[src/rtl/axi_llc_ax_split_ctrl.sv]
// axi_llc_ax_split_ctrl: holds one AW/AR burst for a burst cutter and issues its descriptors one per handshake.
// The package supplies default channel/descriptor types; integrations override chan_t/desc_t.
package axi_llc_ax_split_pkg;
    typedef struct packed {
        logic [31:0] addr;
        logic [7:0]  len;
        logic [2:0]  size;
        logic [1:0]  burst;
    } ax_chan_t;
    typedef struct packed {
        logic [31:0] addr;
        logic [7:0]  len;
        logic        x_last;
    } ax_desc_t;
endpackage

module axi_llc_ax_split_ctrl #(
    parameter type chan_t   = axi_llc_ax_split_pkg::ax_chan_t,
    parameter type desc_t   = axi_llc_ax_split_pkg::ax_desc_t,
    parameter int  CntWidth = 9
) (
    input  logic                clk_i,
    input  logic                rst_ni,
    input  chan_t               ax_chan_i,
    input  logic                ax_valid_i,
    output logic                ax_ready_o,
    output chan_t               cut_chan_o,
    input  chan_t               cut_next_chan_i,
    input  desc_t               cut_desc_i,
    output desc_t               desc_o,
    output logic                desc_valid_o,
    input  logic                desc_ready_i,
    output logic                busy_o,
    output logic [CntWidth-1:0] split_cnt_o
);
    typedef enum logic {IDLE, SPLIT} state_e;

    state_e              state_q, state_d;
    chan_t               chan_q, chan_d;
    logic [CntWidth-1:0] cnt_q, cnt_d;

    assign ax_ready_o   = (state_q == IDLE);
    assign desc_valid_o = (state_q == SPLIT);
    assign busy_o       = (state_q == SPLIT);
    assign desc_o       = cut_desc_i;
    assign cut_chan_o   = chan_q;
    assign split_cnt_o  = cnt_q;

    always_comb begin
        state_d = state_q;
        chan_d  = chan_q;
        cnt_d   = cnt_q;
        if (state_q == IDLE) begin
            if (ax_valid_i) begin
                chan_d  = ax_chan_i;
                cnt_d   = '0;
                state_d = SPLIT;
            end
        end else if (desc_ready_i) begin
            // counter saturates so a miswired cutter cannot make it wrap to zero
            cnt_d = &cnt_q ? cnt_q : cnt_q + CntWidth'(1);
            if (cut_desc_i.x_last) state_d = IDLE;
            else chan_d = cut_next_chan_i;
        end
    end

    always_ff @(posedge clk_i or negedge rst_ni) begin
        if (!rst_ni) begin
            state_q <= IDLE;
            chan_q  <= '0;
            cnt_q   <= '0;
        end else begin
            state_q <= state_d;
            chan_q  <= chan_d;
            cnt_q   <= cnt_d;
        end
    end

    a_desc_stable: assert property (@(posedge clk_i) disable iff (!rst_ni)
        desc_valid_o && !desc_ready_i |=> $stable(desc_o));
    a_ready_valid_excl: assert property (@(posedge clk_i) disable iff (!rst_ni)
        !(ax_ready_o && desc_valid_o));
endmodule
[config.mk]
export PLATFORM = sky130hd
export DESIGN_NAME = axi_llc_ax_split_ctrl
export DESIGN_NICKNAME = d
export VERILOG_FILES = /design/src/rtl/axi_llc_ax_split_ctrl.sv
export SDC_FILE = /design/constraint.sdc
export NUM_CORES = 1
export LEC_CHECK = 0
export CAP_MARGIN = 10
export CORE_MARGIN = 2
export CORE_UTILIZATION = 37
export CTS_CLUSTER_SIZE = 40
export DETAILED_ROUTE_END_ITERATION = 10
export HOLD_SLACK_MARGIN = 0.12
export PLACE_DENSITY = 0.85
export SYNTH_ARGS = -nofsm -noshare
export SYNTH_HDL_FRONTEND = slang
export SYNTH_SLANG_ARGS = --single-unit
[constraint.sdc]
create_clock -name clk_i -period 3.9 [get_ports clk_i]
set_clock_uncertainty 0.15 [all_clocks]
set_input_delay 1.17 -clock clk_i [delete_from_list [all_inputs] [get_ports clk_i]]
set_output_delay 1.17 -clock clk_i [all_outputs]
set_load 0.005 [all_outputs]
Word-level counts from Yosys, hierarchy flattened
Index checks and enable logic that the tools add are counted.
{"block": "word_totals", "wordCells": 27, "inputBits": 135, "out_inout_bits": 98, "regBits": 55}
{"block": "classes", "n_bitwise": 1, "n_addsub": 1, "eq_ne": 3, "n_reduce_logical": 4, "n_mux": 12}
{"op": "45-bit two-way mux", "n": 4}
{"op": "9-bit two-way mux", "n": 4}
{"op": "9-bit by 1-bit adder with 9-bit output (second input constant)", "n": 1}
{"op": "9-bit AND reduction", "n": 1}
{"op": "2-bit != test (second input constant)", "n": 3}
{"op": "3-bit AND reduction", "n": 2}
{"op": "1-bit two-way mux", "n": 4}
{"op": "2-bit nonzero test", "n": 1}
{"op": "1-bit inverter", "n": 1}

Depth between registers and ports, before layout
Gate-level depths: netlist of the first run.
{"block": "depth", "depth_word": 4, "mapped_depth": 6, "depth_no_buf": 6}

Least setup slack after synthesis of the first run
Ideal clock, no wire load.
{"block": "synth_path", "path_type": "input -> output", "startpoint": "input port cut_desc_i[0] (netlist bit)", "endpoint": "output port desc_o[0] (netlist bit)", "path_slack_ns": 1.299, "required_ns": 2.580, "stages": 1, "arrival_time_ns": 1.281, "cell_sequence": "buf_4"}
{"item": "start: declaration", "line_no": "29", "rtl": "input desc_t cut_desc_i,"}
{"item": "end: declaration", "line_no": "30", "rtl": "output desc_t desc_o,"}
No word-level cell between the ends.

Final worst setup path of the first run
{"block": "layout_path", "startpoint": "input port cut_desc_i[0] (netlist bit)", "endpoint": "output port desc_o[0] (netlist bit)"}
No word-level cell between the ends.

==> impl_metrics.yaml, run 1 <==
worst_setup_path:
  cp_top_family: "buffers and inverters"
  cp_max_fo: 3
  max_stage_delay_ns: 0.54
  r2r_start: "busy_o"
  rr_worst_depth: 5
  reg2reg_slack_ns: 1.39
  arrival_ns: 2.25
  startpoint_type: "primary input"
  cpMaxStageDelayCell: "clkdlybuf4s50_1"
  worst_setup_path_end_kind: "output pin"
  crit_chain: "clkdlybuf4s50_1 > clkdlybuf4s50_1"
  required_ns: 2.58
  crit_type: "in2out"
  timing.rr.end: "cut_chan_o[34]"
  crit_buf_inv: 2
  crit_top_cell: "clkdlybuf4s50_1"
sta:
  fmax_ghz: 0.2801
  finalSetupViolCount: 0
  tns_ns: 0
  worst_pin_slew_ns: 0.6317
  finalCritPeriodShare: 0.9153
  fin_crit_ns: 3.570
  max_slew_margin: 0.5789
  finalMaxSlewViolations: 0
  finalHoldViolCount: 0
  grt_setup_unrepaired: "no"
worst_hold_path:
  min_to: "cut_chan_o[23]"
  min_path_type: "reg2reg"
  hold_depth: 1
  hold_path.startpoint: "cut_chan_o[23]"
placed_design:
  port_buffers: 152
  postPlaceCellArea_sq_mm: 0.004393
  place_inst: 451
  hpwl_um: 5826
  gp_congestion: 0.8084
routing:
  first_pass_iters: 4
  drc: 0
  dr_total_vias: 2259
  vias_per_cell: 4.922
  drt-total-wl_um: 7509
  drt_iter0_drc: 42
  wl_per_cell_um: 16.36
  ant_nets: 0
synth:
  synth_nets: 379
  synth_ff_type: "dfrtp_1"
  synth.avg_cell_area_sq_um: 12.79
  ys_seq_area_frac: 0.4448
  netlist_instances: 242
  ys_types: 31
  synth_seq_cells: 55
  ys_warn_count: 0
  synth_edf_count: 0
  syn_area_sq_mm: 0.003094
  async_flop_share: 1.000
floorplanning:
  pin_count: 233
  coreArea_sq_mm: 0.008175
  die-height_um: 95.45
  start_util: 0.3785
  dieArea_sq_mm: 0.009111
  die_w_um: 95.45
  rows: 33
global_route:
  grt_pass1_wl_um: 11660
  track_usage: 0.1651
  antenna_found_initial: 0
  gr-total-overflow: 0
  grt_max_degree: 46
  grt_pass1_vias: 2430
layout:
  mostFrequentLayoutCells: "clkdlybuf4s50_1 (151), dfrtp_1 (54), mux2_2 (50)"
  multi_input_area_sq_mm: 0.001314
  seq_area_sq_mm: 0.001378
  fin_nets: 490
  finalNonFillerCells: 459
  layout_commonest_cell: "clkdlybuf4s50_1"
  fin_area_sq_mm: 0.004526
  layout-drive-gt1-share: 0.1864
  fin_util: 0.5536
  antenna_cells: 0
  n_fill_cell: 700
  area_growth_pct: 46.26
cts:
  insertion_delay_ns: 0.30
  h-tree-depth: 2
  ctsLongestPathBuffers: 2
  cts_root_buffer: "clkbuf_8"
  cts.hold.buffers_added: 0
  cts-buffers-inserted: 5
  clk_pin_slew_worst_paths_ns: 0.10
  cts_setup_buffers: 0
  tritoncts: "built"
  cts_sinks: 55
  post_cts_resized: 0
status:
  status: "finished, final reports clean"
power_and_ir_drop:
  p_leak_uw: 0.001824
  powerDensity_mw_per_mm2: 437.2
  ir_drop_v: 0.0002043
job:
  drv_cap: 0
-- metrics by stage --
stage | hold WS (ns) | setup slack, ns | total power (uW)
after floorplan | 0.3323 | 1.299 | 1110
after CTS | 0.3481 | 0.3279 | 2012
after detailed placement | 0.3237 | 0.3319 | 1560
after global routing | 0.3573 | 0.3078 | 2101
after global placement | 0.3163 | 0.3401 | 1535
final | 0.3421 | 0.3303 | 1978
-- metal layers --
layer  vias to the layer above  track usage  routed length [um]  share of wire
met5                         -            0                   0              0
met4                         0      0.04762                 125          0.017
met3                        20      0.05138                 634          0.084
met2                       103       0.3087                4026           0.54
met1                      1103       0.1779                2722           0.36
li1                       1033            -                   -              -
-- final cells by class --
class,count,area share
flip-flops and latches,55,0.3044
repair buffers,156,0.3445
clock buffers,6,0.01604
inverters,3,0.002488
clock inverters,2,0.01327
well taps,105,0.02903
multi-input cells,132,0.2903
-- synthesized netlist by cell type, types with 2 or more instances --
cell / number / share of area
buf_6: 4 / 0.015
inv_1: 2 / 0.0024
o22ai_1: 2 / 0.0040
mux2i_1: 5 / 0.016
or4_1: 2 / 0.0049
nand4_1: 2 / 0.0040
nand2_1: 8 / 0.0097
o211ai_1: 2 / 0.0049
mux2_1: 40 / 0.15
mux2_2: 50 / 0.18
o311ai_0: 2 / 0.0057
nand3_1: 2 / 0.0032
buf_2: 5 / 0.0081
dfrtp_1: 55 / 0.44
buf_4: 43 / 0.10
o21ai_0: 2 / 0.0032
ha_1: 2 / 0.0081
-- where the power goes --
group          switching [uW]  internal [uW]  total (uW)
Sequential                105            720         825
Combinational             215            496         711
Clock                     185            257         442
-- sequential cells by signal (all words and copies together), names as in the netlist --
register / cells
split_cnt_o: 9
busy_o: 1
cut_chan_o: 45
-- cells by family (layout without fill, tap and decap cells) --
| family | count (synthesis) | count (layout) | share of synthesized area |
|---|---|---|---|
| flops | 55 | 55 | 0.4448 |
| xor+xnor | 1 | 1 | 0.002831 |
| fa+ha+maj | 2 | 2 | 0.008086 |
| compound gates | 11 | 11 | 0.02750 |
| simple gates | 23 | 23 | 0.04246 |
| buf+inv | 55 | 167 | 0.1306 |
| mux | 95 | 95 | 0.3437 |
-- worst max path at each step --
stage / from / endpoint / slack [ns] / cells after the start
after floorplan: cut_desc_i[0] / desc_o[0] / 1.30 / 1
after global placement: cut_desc_i[0] / desc_o[0] / 0.34 / 2
after detailed placement: cut_desc_i[0] / desc_o[0] / 0.33 / 2
after CTS: cut_desc_i[0] / desc_o[0] / 0.33 / 2
after global routing: cut_desc_i[0] / desc_o[0] / 0.31 / 2
final: cut_desc_i[0] / desc_o[0] / 0.33 / 2
Note: power is estimated with default switching activity, not from simulation.
==> run 2: changes to the inputs <==
--- a/config.mk
+++ b/config.mk
@@ -5,12 +5,13 @@
 export SDC_FILE = /design/constraint.sdc
 export NUM_CORES = 1
 export LEC_CHECK = 0
-export CAP_MARGIN = 10
+export CAP_MARGIN = 30
 export CORE_MARGIN = 2
 export CORE_UTILIZATION = 37
 export CTS_CLUSTER_SIZE = 40
 export DETAILED_ROUTE_END_ITERATION = 10
 export HOLD_SLACK_MARGIN = 0.12
+export MAX_ROUTING_LAYER = met4
 export PLACE_DENSITY = 0.85
 export SYNTH_ARGS = -nofsm -noshare
 export SYNTH_HDL_FRONTEND = slang
==> run 2 against run 1 <==
  * Sequential power hardly changed
  * Combinational power hardly changed
  * Setup slack stayed put
  * Count of clock-buffer cells in the layout stayed put
  * Power hardly changed
  * Critical path depth stayed put
  * Sequential share of layout area stayed put
  * Fmax stayed put
  * Via count hardly changed
  * Final area stayed put
  * Hold slack hardly changed
  * Critical path type unchanged
  * Largest power group unchanged
==> impl_metrics.yaml, run 2 (synthesized netlist as in run 1, its figures left out) <==
status:
  status: "finished, final reports clean"
sta:
  grt_setup_unrepaired: "no"
  fin_crit_ns: 3.570
  finalMaxSlewViolations: 0
  layout_setup_ws_ns: 0.3303
  finalHoldViolCount: 0
  tns_ns: 0
  finalSetupViolCount: 0
  fmax_ghz: 0.2801
  worst_pin_slew_ns: 0.6317
  max_slew_margin: 0.5789
  finalCritPeriodShare: 0.9153
worst_setup_path:
  cpMaxStageDelayCell: "clkdlybuf4s50_1"
  worst_setup_path_end_kind: "output pin"
  crit_top_cell: "clkdlybuf4s50_1"
  timing.rr.end: "cut_chan_o[16]"
  rr_worst_depth: 5
  crit_buf_inv: 2
  required_ns: 2.58
  max_stage_delay_ns: 0.54
  r2r_start: "busy_o"
  crit_type: "in2out"
  crit_chain: "clkdlybuf4s50_1 > clkdlybuf4s50_1"
  cp_top_family: "buffers and inverters"
  reg2reg_slack_ns: 1.39
  arrival_ns: 2.25
  cp_max_fo: 3
  startpoint_type: "primary input"
power_and_ir_drop:
  ir_drop_v: 0.0002043
  p_leak_uw: 0.001824
  powerDensity_mw_per_mm2: 437.5
worst_hold_path:
  hold_depth: 1
  min_to: "cut_chan_o[1]"
  hold_path.startpoint: "cut_chan_o[1]"
  min_path_type: "reg2reg"
routing:
  drt-total-wl_um: 7526
  drc: 0
  first_pass_iters: 4
  dr_total_vias: 2261
  drt_iter0_drc: 41
  wl_per_cell_um: 16.40
  ant_nets: 0
  vias_per_cell: 4.926
layout:
  largest_register_ffs: 45
  layout_commonest_cell: "clkdlybuf4s50_1"
  layout-drive-gt1-share: 0.1864
  mostFrequentLayoutCells: "clkdlybuf4s50_1 (151), dfrtp_1 (54), mux2_2 (50)"
  antenna_cells: 0
  area_growth_pct: 46.26
  fin_nets: 490
placed_design:
  port_buffers: 152
  dp_slack_ns: 0.3319
  hpwl_um: 5826
  gp_congestion: 0.8202
global_route:
  gr-total-overflow: 0
  track_usage: 0.1697
  grt_pass1_wl_um: 11630
  grt_max_degree: 46
  antenna_found_initial: 0
  grt_pass1_vias: 2437
cts:
  tritoncts: "built"
  post_cts_resized: 0
  cts_root_buffer: "clkbuf_8"
  insertion_delay_ns: 0.30
  cts.hold.buffers_added: 0
  cts_setup_buffers: 0
  ctsLongestPathBuffers: 2
  h-tree-depth: 2
  cts-buffers-inserted: 5
  cts_sinks: 55
  clk_pin_slew_worst_paths_ns: 0.09
floorplanning:
  pin_count: 233
  die-height_um: 95.45
  dieArea_sq_mm: 0.009111
  coreArea_sq_mm: 0.008175
  start_util: 0.3785
  rows: 33
  die_w_um: 95.45
job:
  drv_cap: 0
## run 2: cell counts in the layout (fill, tap and decap cells not counted)
No cell type changed its count.
## run 2: metal layers
layer	vias to the layer above	track usage	share of wire	wire, um
met1	1099	0.1869	0.38	2855
met5	-	-	0	0
met3	18	0.03636	0.067	502
met4	0	0.04762	0.013	99
met2	111	0.3087	0.54	4070
li1	1033	-	-	-
## run 2: metrics by stage
step,cell area [sq um],util,hold WS (ns),power [uW],cells
after floorplan,3094,-,0.3323,1110,242
after global placement,4393,0.5373,0.3163,1535,451
after detailed placement,4393,0.5373,0.3237,1560,451
after CTS,4526,0.5536,0.3481,2012,459
after global routing,4526,0.5536,0.3573,2100,459
final,4526,0.5536,0.3421,1980,459
## run 2: worst max-delay path by stage
stage             startpoint   endpoint  slack, ns  depth (start not counted)
3_3_place_gp   cut_desc_i[0]  desc_o[0]       0.34                          2
5_1_grt        cut_desc_i[0]  desc_o[0]       0.31                          2
3_5_place_dp   cut_desc_i[0]  desc_o[0]       0.33                          2
2_1_floorplan  cut_desc_i[0]  desc_o[0]       1.30                          1
6_report       cut_desc_i[0]  desc_o[0]       0.33                          2
4_1_cts        cut_desc_i[0]  desc_o[0]       0.33                          2
## run 2: area by class of cell
class                      count  area, sq um
clock inverter                 2        60.06
multi-input combinational    132         1314
fill                         700         3650
inverter                       3        11.26
clock buffer                   6        72.57
tap                          105        131.4
timing repair buffer         156         1559
sequential                    55         1378
## run 2: report_power, final
| group | total (uW) | switching (uW) | internal [uW] | leakage (uW) |
|---|---|---|---|---|
| combinational | 712 | 216 | 496 | 0.00110 |
| sequential | 825 | 105 | 720 | 0.000657 |
| clock | 442 | 186 | 257 | 0.0000654 |
